File: src/rtl/muldiv_sequencer.sv
// Iterative unsigned multu/divu unit with architectural HI/LO registers.
// Runs one shift-add or restoring-divide step per cycle over WIDTH cycles and requests a pipeline stall while busy.
module muldiv_sequencer #(
  parameter int WIDTH = 32
) (
  input  logic             clk,
  input  logic             reset,
  input  logic             start,
  input  logic             op,
  input  logic [WIDTH-1:0] srca,
  input  logic [WIDTH-1:0] srcb,
  input  logic             rd_req,
  input  logic             wr_hi,
  input  logic             wr_lo,
  input  logic [WIDTH-1:0] wdata,
  output logic [WIDTH-1:0] hi,
  output logic [WIDTH-1:0] lo,
  output logic             busy,
  output logic             done,
  output logic             stall
);

  localparam int CW = (WIDTH > 1) ? $clog2(WIDTH) : 1;
  localparam logic [CW-1:0] LAST = CW'(WIDTH - 1);

  localparam logic [0:0] S_IDLE = 1'b0;
  localparam logic [0:0] S_RUN  = 1'b1;

  logic [0:0]         r_state;
  logic [CW-1:0]      r_count;
  logic               r_op;
  logic [2*WIDTH-1:0] r_acc;
  logic [WIDTH-1:0]   r_opnd;
  logic [WIDTH-1:0]   r_hi;
  logic [WIDTH-1:0]   r_lo;
  logic               r_done;

  logic [WIDTH:0]     w_sum;
  logic [2*WIDTH-1:0] w_mulNext;
  logic [WIDTH:0]     w_remSh;
  logic [WIDTH:0]     w_trial;
  logic               w_ge;
  logic [2*WIDTH-1:0] w_divNext;
  logic [2*WIDTH-1:0] w_accNext;
  logic               w_busy;

  // Multiply: r_acc holds {partial product, remaining multiplier}; carry from the add shifts into the top.
  assign w_sum     = {1'b0, r_acc[2*WIDTH-1:WIDTH]} + (r_acc[0] ? {1'b0, r_opnd} : '0);
  assign w_mulNext = {w_sum, r_acc[WIDTH-1:1]};

  // Divide: r_acc holds {remainder, dividend/quotient}; a set top bit of the shifted remainder means it already exceeds the divisor.
  assign w_remSh   = r_acc[2*WIDTH-1:WIDTH-1];
  assign w_trial   = w_remSh - {1'b0, r_opnd};
  assign w_ge      = w_remSh[WIDTH] | ~w_trial[WIDTH];
  assign w_divNext = {(w_ge ? w_trial[WIDTH-1:0] : w_remSh[WIDTH-1:0]), r_acc[WIDTH-2:0], w_ge};

  assign w_accNext = r_op ? w_divNext : w_mulNext;

  assign w_busy = (r_state == S_RUN);
  assign busy   = w_busy;
  assign done   = r_done;
  assign hi     = r_hi;
  assign lo     = r_lo;
  assign stall  = w_busy & (rd_req | start | wr_hi | wr_lo);

  always_ff @(posedge clk) begin
    if (reset) begin
      r_state <= S_IDLE;
      r_count <= '0;
      r_op    <= 1'b0;
      r_acc   <= '0;
      r_opnd  <= '0;
      r_hi    <= '0;
      r_lo    <= '0;
      r_done  <= 1'b0;
    end else begin
      r_done <= 1'b0;
      case (r_state)
        S_IDLE: begin
          if (wr_hi) r_hi <= wdata;
          if (wr_lo) r_lo <= wdata;
          if (start) begin
            r_op    <= op;
            r_count <= '0;
            r_state <= S_RUN;
            if (op) begin
              r_acc  <= {{WIDTH{1'b0}}, srca};
              r_opnd <= srcb;
            end else begin
              r_acc  <= {{WIDTH{1'b0}}, srcb};
              r_opnd <= srca;
            end
          end
        end
        default: begin
          r_acc   <= w_accNext;
          r_count <= r_count + 1'b1;
          // Final iteration: commit straight from the next-state value so the result lands on this edge.
          if (r_count == LAST) begin
            r_hi    <= w_accNext[2*WIDTH-1:WIDTH];
            r_lo    <= w_accNext[WIDTH-1:0];
            r_done  <= 1'b1;
            r_count <= '0;
            r_state <= S_IDLE;
          end
        end
      endcase
    end
  end

endmodule

File: config.mk
export PLATFORM = sky130hd
export DESIGN_NAME = muldiv_sequencer
export DESIGN_NICKNAME = d
export VERILOG_FILES = /design/src/rtl/muldiv_sequencer.sv
export SDC_FILE = /design/constraint.sdc
export NUM_CORES = 1
export LEC_CHECK = 0
export ABC_AREA = 1
export BUFFER_PORTS_ARGS = -buffer_cell sky130_fd_sc_hd__buf_2
export CAP_MARGIN = 15
export CORE_UTILIZATION = 38
export CTS_BUF_LIST = sky130_fd_sc_hd__clkbuf_8
export DETAILED_ROUTE_END_ITERATION = 10
export HOLD_SLACK_MARGIN = 0.15
export PLACE_DENSITY = 0.65
export SLEW_MARGIN = 10
export SYNTH_ARGS = -nofsm -noshare
export SYNTH_HDL_FRONTEND = slang
export SYNTH_SLANG_ARGS = --single-unit
File: constraint.sdc
create_clock -name clk -period 4.4 [get_ports clk]
set_clock_uncertainty 0.2 [all_clocks]
set_input_delay 0 -clock clk [delete_from_list [all_inputs] [get_ports clk]]
set_output_delay 0 -clock clk [all_outputs]
set_load 0.1 [all_outputs]
# After elaboration in Yosys (flattened, before gate mapping)
# Cells that the tools add are included.
# totals
regBits	168
inputBits	103
out_inout_bits	67
wordCells	47
# op_classes
n_addsub	3
n_eq_ne	2
mux	20
bitwise	7
n_reduce_logical	7
# ops
operator	count
32-bit two-way mux	10
64-bit two-way mux	3
32-bit by 32-bit adder with 33-bit output	1
33-bit by 32-bit subtractor with 33-bit output	1
5-bit two-way mux	3
2-bit AND reduction	3
2-bit nonzero test	3
5-bit by 1-bit adder with 5-bit output, second input constant	1
5-bit == test, second input constant	1
1-bit two-way mux	4
1-bit OR	4
2-bit by 1-bit inequality test with 1-bit output, second input constant	1
1-bit NOT	2
2-bit OR reduction	1
1-bit bitwise AND	1

# Longest topological paths before layout
# depth
depth_word	7
mapped_depth	19

# Worst setup path after synthesis
# Ideal clock, no wire load.
# synth_timing
path_kind	register to output
start	register r_state (netlist: busy)
end	output port stall
t_arrival_ps	3017
t_required_ps	4200
setup_slack_ps	1183
stages_incl_launch_ff	6
path_buffers	3
path_cell_list	dfxtp_1 -> buf_2 -> inv_2 -> clkbuf_1 -> clkbuf_1 -> nor2_1
# synth_between
elab_chain_cells	1
# synth_rtl
element	line	text
start, declared	29	logic [0:0] r_state;
start signal, assigned	68	r_state <= S_IDLE;
start signal, assigned	85	r_state <= S_RUN;
start signal, assigned	104	r_state <= S_IDLE;
1-bit bitwise AND	64	assign stall = w_busy & (rd_req | start | wr_hi | wr_lo);
end, declared	20	output logic stall
# No other way between the ends.

# Worst setup path in the final report
# layout_timing
start	register r_acc[31]
end	register r_hi[2] (netlist: hi[2])
# layout_between
elab_chain_cells	7
# layout_rtl
element	line	text
start, declared	32	logic [2*WIDTH-1:0] r_acc;
start signal, assigned	87	r_acc <= {{WIDTH{1'b0}}, srca};
start signal, assigned	90	r_acc <= {{WIDTH{1'b0}}, srcb};
start signal, assigned	96	r_acc <= w_accNext;
33-bit by 32-bit subtractor with 33-bit output *	53	assign w_trial = w_remSh - {1'b0, r_opnd};
1-bit NOT	54	assign w_ge = w_remSh[WIDTH] | ~w_trial[WIDTH];
1-bit OR	54	
32-bit two-way mux *	55	assign w_divNext = {(w_ge ? w_trial[WIDTH-1:0] : w_remSh[WIDTH-1:0]), r_acc[WIDTH-2:0], w_ge};
64-bit two-way mux *	57	assign w_accNext = r_op ? w_divNext : w_mulNext;
32-bit two-way mux *	99	if (r_count == LAST) begin
32-bit two-way mux *	78	case (r_state)
end signal, assigned	80	if (wr_hi) r_hi <= wdata;
end signal, assigned	100	r_hi <= w_accNext[2*WIDTH-1:WIDTH];
end, declared	34	logic [WIDTH-1:0] r_hi;
# Every way passes the cells marked *; elsewhere a longest branch is shown, timed or not. The select of a mux whose other input is x is not followed.
# A chain may end at the register's enable or synchronous reset.

==> impl_metrics.json <==
{
  "path_class": "reg -> reg",
  "holdCritStartpoint": "wdata[15]",
  "die_area_mm2": 0.0353,
  "drc": 0,
  "synth_warnings": 0,
  "final.setup.tns_ps": 0,
  "io_pins": 170,
  "r2r_start": "r_acc[31]$_SDFFE_PP0P_",
  "cp_common_cell": "nand2_1",
  "core_area_mm2": 0.0338,
  "power_uw": 4480,
  "max_slew_margin": 0.255,
  "wl_per_cell_um": 18.3,
  "avgSynthCellArea_um2": 5.86,
  "drt_iter0_drc": 1603,
  "hold_viol": 0,
  "yosys_most_used_dff": "dfxtp_1",
  "via_count": 16220,
  "ir_worst_vdd_uv": 323,
  "diodes": 0,
  "first_pass_iters": 8,
  "crit_chain": "inv_1 > ha_1 > fa_1 > inv_1 > nand3_1 > nand2_2 > nand2_1 > nand2_2 > nand2_1 > nand2_2 > nand3_4 > nand2_4 > nor2_4 > nand2_1 > nand3_1 > nand2_1 > a21oi_1 > dlygate4sd3_1",
  "status": "completed",
  "grt_util_all_layers": 0.307,
  "portBuffers": 169,
  "cp.required_ps": 4630,
  "critPathLaunchType": "register",
  "synthesis.area_mm2": 0.0131,
  "drv_slew": 0,
  "root_buffer": "clkbuf_8",
  "initial_core_util": 0.388,
  "rsz0062_at_grt": "no",
  "htreeDepth": 4,
  "leakagePower_uw": 0.00870,
  "worstPathMaxFanout": 29,
  "cts_hold_buffers": 197,
  "min_to": "lo[15]$_SDFFE_PP0P_",
  "fp.dieH_um": 188,
  "clock_path_buffers": 2,
  "cts.sinks": 168,
  "ys_async_sr_fraction": 0,
  "dp_hpwl_um": 39400,
  "hp-class": "in -> reg",
  "final_nets": 2717,
  "drv_cap": 0,
  "final_core_util": 0.493,
  "synth_fp_nets": 2409,
  "end_kind": "register",
  "drt-total-wl_um": 55000,
  "cts-buffers-inserted": 17,
  "cts_resized": 0,
  "worstRegToRegCells": 18,
  "grt_max_degree": 114,
  "yosysSeqAreaShare": 0.256,
  "power_density_mw_per_mm2": 269,
  "vias_per_cell": 5.39,
  "reg2reg_to": "hi[2]$_SDFFE_PP0P_",
  "syn2layout_area_growth_pct": 27.1,
  "cp_num_buf_inv": 3,
  "die_x_um": 188,
  "r2r_slack_ps": 520,
  "synthCells": 2238,
  "critPathArrivalTime_ps": 4110,
  "grt_pass1_wl_um": 85000,
  "grt_antenna_before_repair": 0,
  "cpLargestDelayFamily": "simple AND/OR/NAND/NOR gates",
  "fmax_mhz": 257,
  "gp_routability_congestion": 0.997,
  "fin_crit_sh": 0.883,
  "hold_depth": 4,
  "tightest_slew_ps": 1120,
  "ys_ff_latch": 168,
  "grt_overflow": 0,
  "crit_path_top_delay_cell": "nor2_4",
  "rows": 67,
  "fin_crit_ps": 3880,
  "finalSetupViolCount": 0,
  "yosysUniqueCellTypes": 39,
  "layout-drive-gt1-share": 0.100,
  "ant_nets": 0,
  "synth_edf_count": 0,
  "cts_tree": "built",
  "cts_setup_buffers": 0,
  "insertion_delay_ps": 490,
  "grt_pass1_vias": 15387,
  "clk_pin_slew_ps": 100,
  "cpPeakStageDelay_ps": 650
}
synth_stat cells (2+ instances only):
| library cell | count | area, µm² |
|---|---|---|
| clkbuf_1 | 75 | 282 |
| nand2_2 | 9 | 56.3 |
| nand2_1 | 639 | 2400 |
| buf_2 | 5 | 25.0 |
| nand3b_1 | 12 | 90.1 |
| inv_2 | 4 | 15.0 |
| a21oi_4 | 2 | 32.5 |
| xnor2_1 | 3 | 26.3 |
| xor2_1 | 15 | 131 |
| or2_2 | 3 | 18.8 |
| nand4_1 | 18 | 113 |
| buf_1 | 10 | 37.5 |
| nand3_1 | 126 | 631 |
| nor3_1 | 14 | 70.1 |
| buf_6 | 4 | 45.0 |
| dfxtp_1 | 168 | 3360 |
| a21oi_2 | 9 | 78.8 |
| nor4_1 | 3 | 18.8 |
| o211ai_1 | 30 | 225 |
| o21ai_0 | 192 | 961 |
| fa_1 | 2 | 40.0 |
| a21oi_1 | 310 | 1550 |
| nor2_1 | 113 | 424 |
| nor2_2 | 3 | 18.8 |
| o21bai_1 | 16 | 120 |
| ha_1 | 66 | 826 |
| inv_1 | 372 | 1400 |
| and2_1 | 4 | 25.0 |
registers in the layout, indices dropped and copies added, names as in the netlist:
signal   flops
lo          32
done         1
hi          32
r_op         1
r_opnd      32
busy         1
r_count      5
r_acc       64
metrics by stage:
step	cell area [µm²]	setup slack (ps)	std cells	hold WS, ps
after CTS	16700	580	3007	155
after detailed placement	14300	1040	2778	97.4
after floorplan	13100	1180	2238	-38.9
final	16700	516	3007	189
after global placement	14300	1080	2778	100
after global routing	16700	299	3007	204
layout by cell type, fill, tap and decap left out, types with 4 or more instances in the layout:
cell           count
buf_2            169
dlygate4sd3_1    197
and2_1             4
nor2_1           112
inv_1            371
nor2_2             4
nand3b_1          12
inv_6              4
inv_2              5
a21oi_1          308
o21ai_0          192
a21oi_2           11
xor2_1            15
nand4_1           18
nand2_2            9
dfxtp_1          167
nand3_1          126
nor3_1            14
clkbuf_8          17
ha_1              66
o211ai_1          30
buf_4             16
nand2_1          639
o21bai_1          16
where the power goes:
part | switching (µW) | internal (µW) | total (µW)
sequential | 98.2 | 1620 | 1720
combinational | 1110 | 473 | 1580
clock | 659 | 517 | 1180
total | 1860 | 2610 | 4480
cell type report:
class | count | area (µm²)
clock buffer | 17 | 234
clock inverter | 15 | 165
fill | 3378 | 17100
inverter | 377 | 1420
multi-input combinational | 1598 | 7950
sequential | 168 | 3360
tap | 448 | 561
timing repair buffer | 384 | 2980
logic make-up after synthesis:
logic type	after synthesis	share of synthesized area
DFF	168	0.256
xor gates and xnor gates	18	0.0120
adders and majority gates	68	0.0660
AOI/OAI and AO/OA	564	0.229
buffers and inverters	472	0.138
and+or+nand+nor	948	0.298
how the worst max path moves through the flow:
stage / start / to / slack [ps] / cells past startpoint
2_1_floorplan: busy$_SDFF_PP0_ / stall / 1180 / 5
3_3_place_gp: r_acc[31]$_SDFFE_PP0P_ / hi[24]$_SDFFE_PP0P_ / 1080 / 17
3_5_place_dp: r_acc[31]$_SDFFE_PP0P_ / r_acc[56]$_SDFFE_PP0P_ / 1040 / 17
4_1_cts: r_acc[31]$_SDFFE_PP0P_ / hi[15]$_SDFFE_PP0P_ / 580 / 18
5_1_grt: r_acc[31]$_SDFFE_PP0P_ / hi[15]$_SDFFE_PP0P_ / 300 / 18
6_report: r_acc[31]$_SDFFE_PP0P_ / hi[2]$_SDFFE_PP0P_ / 520 / 18
layer usage:
| layer | part of all wire | vias up | wire length [µm] | GRT usage |
|---|---|---|---|---|
| li1 | - | 7792 | - | - |
| met1 | 0.43 | 7403 | 23800 | 0.409 |
| met2 | 0.45 | 890 | 24600 | 0.504 |
| met3 | 0.089 | 135 | 4880 | 0.0468 |
| met4 | 0.031 | 0 | 1730 | 0.104 |
| met5 | 0 | - | 0 | 0 |
worst min-delay path, cell delays in order:
cell and delay (ps):
dlygate4sd3_1 510, buf_2 120, a21oi_1 70, a21oi_1 130
Power figures use the tool's default switching activity.
